--- src/rtl/spi_slave_regfile_pkg.sv ---
`default_nettype none
// ============================================================================
// Module   : spi_slave_regfile_pkg
// Purpose  : Shared constants and types for the SPI register-file protocol
//            layer: default geometry, default device ID, FSM state encoding
//            and the position of the read/write flag in a command word.
// Revision : 1.0  initial release
// ============================================================================
package spi_slave_regfile_pkg;

  localparam int unsigned      c_DEF_WIDTH_LOG  = 4;
  localparam int unsigned      c_DEF_ADDR_WIDTH = 4;
  localparam logic [15:0]      c_DEF_DEVICE_ID  = 16'hA55A;

  typedef enum logic [1:0] {
    ST_IDLE = 2'd0,
    ST_CMD  = 2'd1,
    ST_DATA = 2'd2
  } state_e;

  // The read/write flag always sits in the MSB of a command word.
  function automatic int unsigned rw_bit(input int unsigned width_log);
    return (32'd1 << width_log) - 32'd1;
  endfunction

endpackage
`default_nettype wire

--- src/rtl/spi_slave_regfile_mem.sv ---
`default_nettype none
// ============================================================================
// Module   : spi_slave_regfile_mem
// Purpose  : N x W register array with two write ports. The SPI port wins a
//            same-address collision; writes to different addresses both land.
// Ports    : clk, rst            clock, async active-high reset
//            spi_we_i/waddr/wdata SPI-side write port (priority)
//            host_we_i/addr/wdata core-side write port
//            ptr_i / ptr_rdata_o  combinational read for the burst pointer
//            host_rdata_o         combinational read at host_addr_i
//            reg_q_o              flattened contents, reg i at [i*W +: W]
// Revision : 1.0  initial release
// ============================================================================
module spi_slave_regfile_mem #(
  parameter int unsigned WIDTH      = 16,
  parameter int unsigned ADDR_WIDTH = 4
) (
  input  logic                                 clk,
  input  logic                                 rst,
  input  logic                                 spi_we_i,
  input  logic [ADDR_WIDTH-1:0]                spi_waddr_i,
  input  logic [WIDTH-1:0]                     spi_wdata_i,
  input  logic                                 host_we_i,
  input  logic [ADDR_WIDTH-1:0]                host_addr_i,
  input  logic [WIDTH-1:0]                     host_wdata_i,
  input  logic [ADDR_WIDTH-1:0]                ptr_i,
  output logic [WIDTH-1:0]                     ptr_rdata_o,
  output logic [WIDTH-1:0]                     host_rdata_o,
  output logic [(2**ADDR_WIDTH)*WIDTH-1:0]     reg_q_o
);

  localparam int unsigned c_N = 2**ADDR_WIDTH;

  logic [c_N*WIDTH-1:0] w_flat;

  for (genvar i = 0; i < c_N; i++) begin : g_reg
    logic [WIDTH-1:0] word_q;

    always_ff @(posedge clk or posedge rst) begin
      if (rst) begin
        word_q <= '0;
      end else if (spi_we_i && (spi_waddr_i == ADDR_WIDTH'(i))) begin
        word_q <= spi_wdata_i;
      end else if (host_we_i && (host_addr_i == ADDR_WIDTH'(i))) begin
        word_q <= host_wdata_i;
      end
    end

    assign w_flat[i*WIDTH +: WIDTH] = word_q;
  end

  assign ptr_rdata_o  = w_flat[ptr_i*WIDTH +: WIDTH];
  assign host_rdata_o = w_flat[host_addr_i*WIDTH +: WIDTH];
  assign reg_q_o      = w_flat;

endmodule
`default_nettype wire

--- src/rtl/spi_slave_regfile.sv ---
`default_nettype none
// ============================================================================
// Module   : spi_slave_regfile
// Purpose  : Command/data framing on top of an SPI slave word interface.
//            First word of each CS-low frame is a command (MSB = write flag,
//            low bits = start address); following words are burst data with
//            auto-incrementing, wrapping address.
// Ports    : clk, rst                   clock, async active-high reset
//            cs_i                       chip select, active low
//            spi_start_i / spi_finish_i word start / word received strobes
//            spi_dout_i / spi_din_o     received word / next transmit word
//            host_we_i/addr/wdata       core-side write port
//            host_rdata_o               combinational reg[host_addr_i]
//            reg_q_o                    flattened register contents
//            spi_wr_pulse_o/rd_pulse_o  one-cycle access strobes
//            spi_addr_o                 address of the flagged access
// Revision : 1.0  initial release
// ============================================================================
module spi_slave_regfile
  import spi_slave_regfile_pkg::*;
#(
  parameter int unsigned                         SPI_MAX_WIDTH_LOG = c_DEF_WIDTH_LOG,
  parameter int unsigned                         REG_ADDR_WIDTH    = c_DEF_ADDR_WIDTH,
  parameter logic [(2**SPI_MAX_WIDTH_LOG)-1:0]   DEVICE_ID         = c_DEF_DEVICE_ID
) (
  input  logic                                                  clk,
  input  logic                                                  rst,
  input  logic                                                  cs_i,
  input  logic                                                  spi_start_i,
  input  logic                                                  spi_finish_i,
  input  logic [(2**SPI_MAX_WIDTH_LOG)-1:0]                     spi_dout_i,
  output logic [(2**SPI_MAX_WIDTH_LOG)-1:0]                     spi_din_o,
  input  logic                                                  host_we_i,
  input  logic [REG_ADDR_WIDTH-1:0]                             host_addr_i,
  input  logic [(2**SPI_MAX_WIDTH_LOG)-1:0]                     host_wdata_i,
  output logic [(2**SPI_MAX_WIDTH_LOG)-1:0]                     host_rdata_o,
  output logic [(2**REG_ADDR_WIDTH)*(2**SPI_MAX_WIDTH_LOG)-1:0] reg_q_o,
  output logic                                                  spi_wr_pulse_o,
  output logic                                                  spi_rd_pulse_o,
  output logic [REG_ADDR_WIDTH-1:0]                             spi_addr_o
);

  localparam int unsigned c_W      = 2**SPI_MAX_WIDTH_LOG;
  localparam int unsigned c_RW_BIT = rw_bit(SPI_MAX_WIDTH_LOG);

  state_e                    state_q, state_d;
  logic                      rw_q, rw_d;
  logic [REG_ADDR_WIDTH-1:0] ptr_q, ptr_d;
  logic [c_W-1:0]            din_q, din_d;
  logic                      wr_pulse_q, wr_pulse_d;
  logic                      rd_pulse_q, rd_pulse_d;
  logic [REG_ADDR_WIDTH-1:0] addr_q, addr_d;
  logic                      w_spi_we;
  logic [c_W-1:0]            w_ptr_rdata;

  // spi_start only marks the point from which din must be stable; since din
  // only changes a cycle after a word completes, it needs no handling here.
  logic w_unused;
  assign w_unused = ^{spi_start_i, spi_dout_i};

  always_ff @(posedge clk or posedge rst) begin
    if (rst) begin
      state_q    <= ST_IDLE;
      rw_q       <= 1'b0;
      ptr_q      <= '0;
      din_q      <= '0;
      wr_pulse_q <= 1'b0;
      rd_pulse_q <= 1'b0;
      addr_q     <= '0;
    end else begin
      state_q    <= state_d;
      rw_q       <= rw_d;
      ptr_q      <= ptr_d;
      din_q      <= din_d;
      wr_pulse_q <= wr_pulse_d;
      rd_pulse_q <= rd_pulse_d;
      addr_q     <= addr_d;
    end
  end

  always_comb begin
    state_d    = state_q;
    rw_d       = rw_q;
    ptr_d      = ptr_q;
    wr_pulse_d = 1'b0;
    rd_pulse_d = 1'b0;
    addr_d     = addr_q;
    w_spi_we   = 1'b0;

    // Deselect overrides everything, including a word finishing this cycle.
    if (cs_i) begin
      state_d = ST_IDLE;
    end else begin
      unique case (state_q)
        ST_IDLE: state_d = ST_CMD;
        ST_CMD: begin
          if (spi_finish_i) begin
            rw_d    = spi_dout_i[c_RW_BIT];
            ptr_d   = spi_dout_i[REG_ADDR_WIDTH-1:0];
            state_d = ST_DATA;
          end
        end
        ST_DATA: begin
          if (spi_finish_i) begin
            w_spi_we   = rw_q;
            wr_pulse_d = rw_q;
            rd_pulse_d = ~rw_q;
            addr_d     = ptr_q;
            ptr_d      = ptr_q + REG_ADDR_WIDTH'(1);
          end
        end
        default: state_d = ST_IDLE;
      endcase
    end
  end

  // Transmit word follows the registered state, so it settles one cycle after
  // each command/data word and reflects any write committed on that edge.
  always_comb begin
    din_d = DEVICE_ID;
    if (state_q == ST_DATA) begin
      din_d = rw_q ? '0 : w_ptr_rdata;
    end
  end

  spi_slave_regfile_mem #(
    .WIDTH      (c_W),
    .ADDR_WIDTH (REG_ADDR_WIDTH)
  ) u_mem (
    .clk          (clk),
    .rst          (rst),
    .spi_we_i     (w_spi_we),
    .spi_waddr_i  (ptr_q),
    .spi_wdata_i  (spi_dout_i),
    .host_we_i    (host_we_i),
    .host_addr_i  (host_addr_i),
    .host_wdata_i (host_wdata_i),
    .ptr_i        (ptr_q),
    .ptr_rdata_o  (w_ptr_rdata),
    .host_rdata_o (host_rdata_o),
    .reg_q_o      (reg_q_o)
  );

  assign spi_din_o      = din_q;
  assign spi_wr_pulse_o = wr_pulse_q;
  assign spi_rd_pulse_o = rd_pulse_q;
  assign spi_addr_o     = addr_q;

endmodule
`default_nettype wire

--- config.mk ---
export PLATFORM = sky130hd
export DESIGN_NAME = spi_slave_regfile
export DESIGN_NICKNAME = d
export VERILOG_FILES = /design/src/rtl/spi_slave_regfile_pkg.sv /design/src/rtl/spi_slave_regfile_mem.sv /design/src/rtl/spi_slave_regfile.sv
export SDC_FILE = /design/constraint.sdc
export NUM_CORES = 1
export LEC_CHECK = 0
export CORE_MARGIN = 10
export CORE_UTILIZATION = 50
export CTS_CLUSTER_DIAMETER = 100
export DETAILED_ROUTE_END_ITERATION = 8
export GPL_TIMING_DRIVEN = 0
export PLACE_DENSITY = 0.78
export SETUP_SLACK_MARGIN = 0.4
export SYNTH_ARGS = -nofsm -noshare
export SYNTH_HDL_FRONTEND = slang
export SYNTH_SLANG_ARGS = --single-unit
--- constraint.sdc ---
create_clock -name clk -period 18.39 [get_ports clk]
set_input_delay 3.678 -clock clk [delete_from_list [all_inputs] [get_ports clk]]
set_output_delay 3.678 -clock clk [all_outputs]
set_load 0.02 [all_outputs]
==> metrics.md <==
| Metric | Value |
|---|---|
| Cell Chain, Critical Path | `clkdlybuf4s50_1, clkbuf_1, buf_2, mux4_2, mux4_2, clkdlybuf4s50_1` |
| Crit path buf inv count | `4` |
| Seq cells post-synth | `285` |
| Pwr Density | `138.1 nW/um^2` |
| Cts repair resizes | `0` |
| RSZ-0062 raised after global routing | `false` |
| Max frequency | `between 90 and 100 MHz` |
| WL per Instance | `32.31 um` |
| Worst path top cell family by delay | `buffers and inverters` |
| Reg2reg end | `u_mem.g_reg[14].word_q[6]` |
| Top FF cell, synth | `dfrtp_1` |
| Worst-Skew Late Latency | `0.53 ns` |
| Die X | `a little over 200 um` |
| Slew Limit Headroom | `17.88%` |
| Antenna Violating Nets Remaining | `0` |
| H-Tree Depth | `2` |
| GP Congestion | `0.9991` |
| Avg Inst Size Synth | `11.07 sq um` |
| Hold-fix buffers at CTS | `0` |
| Die height | `between 200 and 250 um` |
| Avg Vias per Cell | `6.557` |
| Commonest cells after routing, fill and taps aside | `clkdlybuf4s50_1, mux2i_1, dfrtp_1` |
| Distinct cells, synth | `38` |
| Setup Buffers After CTS | `0` |
| Synthesis-to-finish area growth | `28.81%` |
| Overall Global Routing Usage | `35.70%` |
| Fin nets | `1949` |
| Synth Cell Area | `17120 sq um` |
| Slowest CP cell | `clkbuf_1` |
| Endpoint class of the critical path | `primary output` |
| Worst path max stage delay | `between 0.8 and 0.9 ns` |
| Worst Hold End | `spi_addr_o[2]` |
| YS warnings | `0` |
| Max Cap Viol | `0` |
| Initial antenna violation count | `5` |
| Largest net degree at the start of global routing | `126` |
| Worst Path Required | `14.71 ns` |
| Hold_sp | `spi_addr_o[2]` |
| Cell depth of the worst flop-to-flop path | `9` |
| Die ar. | `42040 sq um` |
| LEAKAGE | `9.398 nW` |
| CTS tree | `built` |
| Root buf cell | `clkbuf_16` |
| Setup Skew | `0.02840 ns` |
| Starting density of the core | `50.80%` |
| DP HPWL | `60400 um` |
| Post-synthesis sequential area ratio | `41.66%` |
| DRC violations left | `0` |
| Final setup violation count | `0` |
| First-pass GRT wire length | `109700 um` |
| Crit path launch type | `input port` |
| Mapped Nets | `1593` |
| Ys async rst share | `100.0%` |
| Clock Power Share | `22.6%` |
| Vias | `15600` |
| Int Power | `1.827 mW` |
| Peak fanout along the critical path | `10` |
| Final period util | `about 60%` |
| Total negative slack | `0 ns` |
| Clk buf depth | `3` |
| Worst Tran Pin Value | `1.232 ns` |
| Net switching power | `1.217 mW` |
| Placed inst area | `20940 sq um` |
| Critical path arrival | `7.31 ns` |
| GRT overflow | `0` |
| Status | `finished, final reports clean` |
| Critical R2R Launch | `ptr_q[0]` |
| Part of the power in combinational logic | `43.8%` |
| Pins Over Slew Limit | `0` |
| Clock sinks | `roughly 290` |
| Drt first pass iters | `6` |
| EDFF count, synth | `0` |
| Crit path kind | `input port to primary output` |
| Min-Delay Path Depth | `1` |
| Layout cells sized above 1 | `13.55%` |
| Rows | `67` |
| Commonest non-fill, non-tap cell in the layout | `clkdlybuf4s50_1` |
| Core box area | `33700 sq um` |
| Register share of total power | `between 30% and 40%` |
| Number of DRC markers after the initial detailed-route iteration | `1827` |
| Design Area, Final | `between 20000 and 25000 sq um` |
| Worst hold path type | `flip-flop to flip-flop` |
| Number of global-route vias before repair | `15370` |
| Synth Instances | `1547` |
| IO buf count | `317` |
| Num ports | `between 300 and 400` |
| Reg2reg setup slack | `15.05 ns` |
| Critical path depth | `6` |
| Period minus WS final | `around 11 ns` |
| Final Hold Viols | `0` |
| Worst-case vdd ir drop | `0.09178 mV` |
| CTS buffer count | `34` |
| Final wirelength | `76870 um` |
| Worst-path clk slew | `~0.060 ns` |
| Sw Ratio | `39.98%` |
==> state kept, by name (all words and copies together), names as in the netlist <==
register / flops
state_q: 2
u_mem.g.word_q: 256
ptr_q: 4
spi_din_o: 16
spi_wr_pulse_o: 1
rw_q: 1
spi_addr_o: 4
spi_rd_pulse_o: 1
==> metal layers <==
layer | GRT usage [%] | vias to the layer above | share of wire (%)
met5 | 0 | - | 0.010
met4 | 14.18 | 2 | 4.2
met3 | 8.877 | 195 | 12
met2 | 54.34 | 1169 | 45
met1 | 48.21 | 7858 | 38
li1 | - | 6376 | -
==> Yosys cell counts (2+ instances only) <==
master	instances	area share, %
mux2i_1	312	18
dfrtp_1	285	42
a21oi_1	270	7.9
nor2_1	261	5.7
mux4_2	128	17
clkbuf_1	92	2.0
buf_2	36	1.1
buf_1	20	0.44
nand4_1	17	0.62
buf_4	14	0.61
nand2_1	12	0.26
o21ai_0	10	0.29
a31oi_1	9	0.33
nand2b_1	9	0.33
a22oi_1	8	0.35
nor2_4	8	0.53
o22ai_1	8	0.29
buf_6	7	0.46
nor2b_1	6	0.22
mux2_2	5	0.33
ha_1	4	0.29
and2_1	3	0.11
inv_1	3	0.066
nand3_1	3	0.088
nand3b_4	2	0.23
or2_2	2	0.073
or3_1	2	0.073
==> power by group through the flow <==
stage | clock (mW) | combinational [mW] | sequential, mW
after floorplan | 0 | 0.543 | 1.12
after global placement | 0 | 1.30 | 1.01
after detailed placement | 0 | 1.31 | 1.02
after CTS | 0.686 | 1.32 | 1.01
after global routing | 0.710 | 1.39 | 1.03
final | 0.689 | 1.33 | 1.02
==> logic make-up after synthesis <==
kind of cell / after synthesis / synth area share (%)
compound gates: 308 / 9.289
fa+ha+maj: 4 / 0.2923
buf+inv: 172 / 4.648
flops: 285 / 41.66
mux: 445 / 35.41
simple gates: 333 / 8.704
==> area by class of cell <==
cell class	count	area, sq um
fillers	2654	11650
multi-input cells	1090	9193
flip-flops and latches	285	7132
repair buffers	320	3256
clock buffers	47	950.9
plain buffers	169	784.5
well taps	448	560.5
clock inverters	12	145.1
inverters	3	18.77
diodes	5	12.51
==> worst register-to-register path, cell delays in order (launching register included) <==
cell,delay [ns]
dfrtp_1,0.39
clkbuf_1,0.27
buf_2,0.43
buf_4,0.40
inv_1,0.24
ha_1,0.36
nand4_1,0.36
clkbuf_1,0.56
nor2_1,0.11
a21oi_1,0.15
==> worst max-delay path by stage <==
stage	start	end
after floorplan	rst	ptr_q[0]
after global placement	rst	u_mem.g_reg[0].word_q[6]
after detailed placement	host_addr_i[1]	host_rdata_o[2]
after CTS	host_addr_i[1]	host_rdata_o[2]
after global routing	host_addr_i[1]	host_rdata_o[2]
final	host_addr_i[1]	host_rdata_o[2]
==> through the flow <==
step / power [mW] / hold slack [ns] / utilization [%] / std cells / setup slack, ns
floorplan: 1.661 / 0.4585 / - / 1547 / 6.848
global placement: 2.305 / 0.4897 / 61.88 / 2312 / 2.933
detailed placement: 2.329 / 0.5035 / 62.15 / 2315 / 7.491
CTS: 3.012 / 0.5209 / 65.40 / 2374 / 7.483
global route: 3.133 / 0.5332 / 65.42 / 2377 / 7.419
finish: 3.045 / 0.5182 / 65.44 / 2379 / 7.402
Power figures use the tool's default switching activity.
